`src/rtl/accum_block_looper_multi.sv`:
```
// Walks an N_DIM nested loop of block offsets and broadcasts every offset to N_CH
// rdy/ack consumers through a shared ring buffer with one read pointer per channel.
module accum_block_looper_multi #(
    parameter int N_CH   = 5,
    parameter int N_DIM  = 4,
    parameter int DIM_BW = 16,
    parameter int DEPTH  = 4
) (
    input  logic                         i_clk,
    input  logic                         i_rst,
    input  logic                         src_rdy,
    output logic                         src_ack,
    input  logic [N_DIM*DIM_BW-1:0]      src_bbeg,
    input  logic [N_DIM*DIM_BW-1:0]      src_bend,
    input  logic [N_DIM*DIM_BW-1:0]      src_bstride,
    input  logic [N_CH-1:0]              src_chmask,
    output logic [N_CH-1:0]              dst_rdy,
    input  logic [N_CH-1:0]              dst_ack,
    output logic [N_CH*N_DIM*DIM_BW-1:0] dst_abofs,
    output logic [N_CH-1:0]              dst_last,
    output logic                         busy
);

    localparam int VW = N_DIM * DIM_BW;
    localparam int PW = $clog2(DEPTH);
    localparam int OW = $clog2(DEPTH + 1);

    typedef enum logic [1:0] {
        S_IDLE,
        S_RUN,
        S_DRAIN
    } state_t;

    state_t          r_state;
    state_t          w_state_nxt;
    logic [VW-1:0]   r_bbeg;
    logic [VW-1:0]   r_bend;
    logic [VW-1:0]   r_bstride;
    logic [N_CH-1:0] r_chmask;
    logic [VW-1:0]   r_cnt;
    logic [VW-1:0]   w_cnt_nxt;
    logic            w_final;

    logic [VW-1:0]   r_ofs  [DEPTH];
    logic [N_CH-1:0] r_pend [DEPTH];
    logic [DEPTH-1:0] r_wr;
    logic [DEPTH-1:0] r_last;
    logic [PW-1:0]   r_wp;
    logic [PW-1:0]   r_hp;
    logic [PW-1:0]   r_rp [N_CH];
    logic [OW-1:0]   r_occ;
    logic [OW-1:0]   w_occ_nxt;

    logic            w_accept;
    logic            w_empty_cmd;
    logic            w_wr;
    logic            w_free;
    logic [N_CH-1:0] w_rdy;
    logic [N_CH-1:0] w_take;

    assign w_accept  = (r_state == S_IDLE) && src_rdy && !i_rst;
    assign src_ack   = w_accept;
    assign busy      = (r_state != S_IDLE);
    assign w_wr      = (r_state == S_RUN) && (r_occ < OW'(DEPTH));
    assign w_free    = r_wr[r_hp] && (r_pend[r_hp] == '0);
    assign w_occ_nxt = r_occ + OW'(w_wr) - OW'(w_free);

    always_comb begin
        w_empty_cmd = (src_chmask == '0);
        for (int d = 0; d < N_DIM; d++) begin
            if (src_bbeg[d*DIM_BW +: DIM_BW] >= src_bend[d*DIM_BW +: DIM_BW]) begin
                w_empty_cmd = 1'b1;
            end
        end
    end

    // Odometer step; a carry out of DIM_BW bits counts as reaching the end.
    always_comb begin
        logic [DIM_BW:0] v_sum;
        logic            v_carry;
        v_sum     = '0;
        v_carry   = 1'b1;
        w_cnt_nxt = r_cnt;
        for (int d = N_DIM - 1; d >= 0; d--) begin
            if (v_carry) begin
                v_sum = {1'b0, r_cnt[d*DIM_BW +: DIM_BW]} + {1'b0, r_bstride[d*DIM_BW +: DIM_BW]};
                if (v_sum[DIM_BW] || (v_sum[DIM_BW-1:0] >= r_bend[d*DIM_BW +: DIM_BW])) begin
                    w_cnt_nxt[d*DIM_BW +: DIM_BW] = r_bbeg[d*DIM_BW +: DIM_BW];
                end else begin
                    w_cnt_nxt[d*DIM_BW +: DIM_BW] = v_sum[DIM_BW-1:0];
                    v_carry = 1'b0;
                end
            end
        end
        w_final = v_carry;
    end

    always_comb begin
        w_state_nxt = r_state;
        case (r_state)
            S_IDLE:  if (w_accept && !w_empty_cmd) w_state_nxt = S_RUN;
            S_RUN:   if (w_wr && w_final) w_state_nxt = S_DRAIN;
            S_DRAIN: if (w_occ_nxt == '0) w_state_nxt = S_IDLE;
            default: w_state_nxt = S_IDLE;
        endcase
    end

    // Payload is forced to zero whenever a channel is not presenting an entry.
    always_comb begin
        w_rdy     = '0;
        w_take    = '0;
        dst_last  = '0;
        dst_abofs = '0;
        for (int c = 0; c < N_CH; c++) begin
            w_rdy[c] = r_wr[r_rp[c]] && r_pend[r_rp[c]][c];
            if (w_rdy[c]) begin
                dst_abofs[c*VW +: VW] = r_ofs[r_rp[c]];
                dst_last[c]           = r_last[r_rp[c]];
            end
            w_take[c] = w_rdy[c] && dst_ack[c];
        end
    end

    assign dst_rdy = w_rdy;

    always_ff @(posedge i_clk) begin
        if (i_rst) begin
            r_state <= S_IDLE;
            r_occ   <= '0;
            r_wp    <= '0;
            r_hp    <= '0;
            r_wr    <= '0;
            for (int c = 0; c < N_CH; c++) r_rp[c] <= '0;
            for (int e = 0; e < DEPTH; e++) r_pend[e] <= '0;
        end else begin
            r_state <= w_state_nxt;
            r_occ   <= w_occ_nxt;
            if (w_accept) begin
                r_wp <= '0;
                r_hp <= '0;
                for (int c = 0; c < N_CH; c++) r_rp[c] <= '0;
            end else begin
                if (w_wr)   r_wp <= r_wp + PW'(1);
                if (w_free) r_hp <= r_hp + PW'(1);
                for (int c = 0; c < N_CH; c++) begin
                    if (w_take[c]) r_rp[c] <= r_rp[c] + PW'(1);
                end
            end
            if (w_wr) begin
                r_wr[r_wp]   <= 1'b1;
                r_pend[r_wp] <= r_chmask;
            end
            if (w_free) r_wr[r_hp] <= 1'b0;
            for (int c = 0; c < N_CH; c++) begin
                if (w_take[c]) r_pend[r_rp[c]][c] <= 1'b0;
            end
        end
    end

    always_ff @(posedge i_clk) begin
        if (w_accept) begin
            r_bbeg    <= src_bbeg;
            r_bend    <= src_bend;
            r_bstride <= src_bstride;
            r_chmask  <= src_chmask;
            r_cnt     <= src_bbeg;
        end else if (w_wr) begin
            r_cnt <= w_cnt_nxt;
        end
        if (w_wr) begin
            r_ofs[r_wp]  <= r_cnt;
            r_last[r_wp] <= w_final;
        end
    end

endmodule

```
`config.mk`:
```
export PLATFORM = sky130hd
export DESIGN_NAME = accum_block_looper_multi
export DESIGN_NICKNAME = d
export VERILOG_FILES = /design/src/rtl/accum_block_looper_multi.sv
export SDC_FILE = /design/constraint.sdc
export NUM_CORES = 1
export LEC_CHECK = 0
export CAP_MARGIN = 20
export CORE_ASPECT_RATIO = 1.1
export CORE_MARGIN = 3
export CORE_UTILIZATION = 56
export DETAILED_ROUTE_END_ITERATION = 10
export HOLD_SLACK_MARGIN = 0.05
export PLACE_DENSITY = 0.86
export SYNTH_ARGS = -nofsm -noshare
export SYNTH_HDL_FRONTEND = slang
export SYNTH_SLANG_ARGS = --single-unit
```
`constraint.sdc`:
```
create_clock -name i_clk -period 21.3 [get_ports i_clk]
set_clock_uncertainty 0.2 [all_clocks]
set_input_delay 6.39 -clock i_clk [delete_from_list [all_inputs] [get_ports i_clk]]
set_output_delay 6.39 -clock i_clk [all_outputs]
set_load 0.02 [all_outputs]
```
==> metrics.md <==
| Metric | Value |
|---|---|
| Overall Global Routing Usage | `33.0%` |
| Resized cells post-CTS | `0` |
| Most common cell after layout, fill and taps aside | `clkdlybuf4s50_1` |
| Maximum number of pins on one net before global-route repair | `87` |
| Worst path most repeated cell | `clkdlybuf4s50_1` |
| Clock tree from TritonCTS | `done` |
| Worst VDD drop | `69.2 uV` |
| Cts hold-fix bufs | `0` |
| Setup violators final | `0` |
| RePlAce Congestion | `0.918` |
| Area of the die | `roughly 0.066 sq mm` |
| Number of nets with antenna violations after routing | `0` |
| Run status | `finished, final reports clean` |
| Mapped Cells | `about 2,600` |
| Final worst slack | `5.58 ns` |
| Later-pin clock latency in the skew report | `between 0.6 and 0.7 ns` |
| Port Buffers | `roughly 540` |
| Post-synthesis average cell area | `13.5 sq um` |
| Remaining global-route overflow | `0` |
| Average wire length per cell after detail routing | `27.3 um` |
| Path category of the worst min-delay check | `flop to flop` |
| Number of vias per cell | `6.52` |
| CP endpoint kind | `output pin` |
| Share of synthesized area occupied by flip-flops and latches | `47.0%` |
| Number of hold-slack violations in the final timing report | `0` |
| Relative area change from synthesis to final layout | `23.3%` |
| Worst-path clk slew | `0.06 ns` |
| Kind of cell adding the most delay to the critical path | `buffers and inverters` |
| Number of global-route vias before repair | `between 20,000 and 30,000` |
| Delay of the slowest cell on the worst path | `0.72 ns` |
| CP required | `14.71 ns` |
| Nets in the synthesized netlist | `3,045` |
| RSZ-0062 raised after global routing | `no` |
| Final HPWL from detailed placement | `75.6 mm` |
| Crit share post-route | `73.8%` |
| Max Fanout on Critical Path | `86` |
| Count of cell types in the netlist | `74` |
| Count of clock tree sinks | `566` |
| Class of the most critical setup path | `input port to output pin` |
| Reported max-cap violation count | `0` |
| Worst setup slack before clock tree synthesis | `5.58 ns` |
| Core Area | `0.0625 sq mm` |
| Initial core utilization | `between 50% and 60%` |
| Fmax | `63.6 MHz` |
| Global-route wire length before repair | `165 mm` |
| Most area-consuming cells after synthesis | `edfxtp_1 45%, mux4_2 21%, ha_1 7.8%` |
| Most used cells in the layout excluding fill and tap cells | `536 x clkdlybuf4s50_1, 531 x edfxtp_1, 349 x nor2b_1` |
| Fraction of registers with async set or reset after synthesis | `0%` |
| Pins over their slew limit | `0` |
| Maximum number of buffers from clock root to sink | `3` |
| Drt pass-1 iters | `6` |
| Initial antenna violation count | `43` |
| Number of placement rows | `96` |
| Placed cell areas | `0.0416 sq mm` |
| Die span in x | `246 um` |
| Syn Std Cell Area | `0.0354 sq mm` |
| Share of final-layout standard cells stronger than drive strength 1 | `15.6%` |
| Post-Layout Inst Area | `0.0436 sq mm` |
| DR DRC count | `0` |
| Worst slew margin relative to its limit | `29.6%` |
| Cells along the critical path | `clkdlybuf4s50_1, nor3b_2, nand2b_1, inv_8, clkdlybuf4s50_1` |
| Post-Route Setup TNS | `0 ns` |
| Number of CTS-inserted buffers | `between 50 and 60` |
| Power density normalized to cell area | `80.4 mW/mm^2` |
| Final layout net count | `between 3,000 and 4,000` |
| Final period demand of the worst path | `15.72 ns` |
| Library cell contributing the largest single delay on the critical path | `clkdlybuf4s50_1` |
| LEAKAGE | `15.4 nW` |
| Buffer cell driving the clock tree root | `clkbuf_16` |
| Flip-flop and latch count after synthesis | `566` |
| Startpoint types | `input port` |
| Number of warnings reported in the yosys synthesis log | `0` |
| Top-level port count | `537` |
| DRT iter0 DRCs | `2,683` |
| Share of the core filled with cells | `69.9%` |
| EDFF count, synth | `~530` |
| Post-synth top area share | `45.0%` |
| Routed wire length | `around 110 mm` |
| Chip Height | `270 um` |
| Dominant synthesized flop cell | `edfxtp_1` |
| Worst path arrival time | `9.13 ns` |
| Total number of vias | `26,300` |
| Buffers plus inverters on the worst setup path | `3` |
| CTS H-tree lvls | `2` |
| Worst slew pin tran | `about 1.1 ns` |
| Count of buffers added by post-CTS timing repair for setup | `0` |
| Cell accounting for the most synthesized area | `edfxtp_1` |
| Fin Hold WS | `about 0.34 ns` |
metrics by stage:
stage	power, mW	instances
2_1_floorplan	2.11	2613
3_3_place_gp	2.45	3882
3_5_place_dp	2.49	3882
4_1_cts	3.50	3986
5_1_grt	3.65	4026
6_report	3.51	4029
synthesized netlist by cell type, types with 35 or more instances:
| library cell | n |
|---|---|
| nor2_1 | 83 |
| o21ai_0 | 113 |
| mux2i_1 | 73 |
| inv_1 | 177 |
| edfxtp_1 | 531 |
| ha_1 | 222 |
| xnor2_1 | 41 |
| a21oi_1 | 97 |
| mux4_2 | 326 |
| nand2_1 | 110 |
| dfxtp_1 | 35 |
| clkbuf_1 | 92 |
| nor2b_1 | 349 |
path summary, 6_finish.rpt:
kind / from / end / slack, ns / depth (start not counted)
max: src_rdy / src_ack / 5.58 / 5
min: r_cnt[9] / r_ofs[3][9] / 0.34 / 0
max reg2reg: r_cnt[49] / r_cnt[32] / 15.48 / 15
min reg2reg: r_cnt[9] / r_ofs[3][9] / 0.34 / 0
cells by family after synthesis:
family	count (synthesis)	synth area share (%)
AOI/OAI and AO/OA	366	6.45
xor gates and xnor gates	47	1.16
adders and majority gates	227	8.13
buffers and inverters	318	3.58
DFF	566	47.0
muxes	399	22.8
and+or+nand+nor	690	10.8
final cells by class:
class / instances / area [sq um]
flip-flops and latches: 566 / 16600
repair buffers: 579 / 5740
multi-input cells: 1729 / 17600
fillers: 4152 / 18800
inverters: 179 / 679
well taps: 833 / 1040
diodes: 39 / 97.6
clock inverters: 39 / 392
clock buffers: 65 / 1480
layer usage:
layer	global-route usage (%)	routed length [um]	part of all wire, %	vias to the layer above
met5	0	70	0.064	-
met1	40.1	38800	35	13100
met2	55.3	55100	50	1702
met4	18.6	6230	5.7	10
met3	6.16	9800	8.9	383
li1	-	-	-	11100
power by group:
group	total (mW)	switching [mW]	internal [mW]
registers	1.36	0.0525	1.31
clock network	1.02	0.437	0.582
logic	1.13	0.609	0.520
total	3.51	1.10	2.41
sequential cells by signal, summed over array words and instances, names as in the netlist, named ones only:
name,flops
r_chmask,5
r_bbeg,64
r_last,4
r_cnt,64
r_pend,20
r_bstride,64
r_hp,2
r_rp,10
r_wp,2
r_bend,64
r_ofs,256
r_wr,4
r_occ,3
r_state,2
No activity file was read; power rests on OpenSTA's default activity.
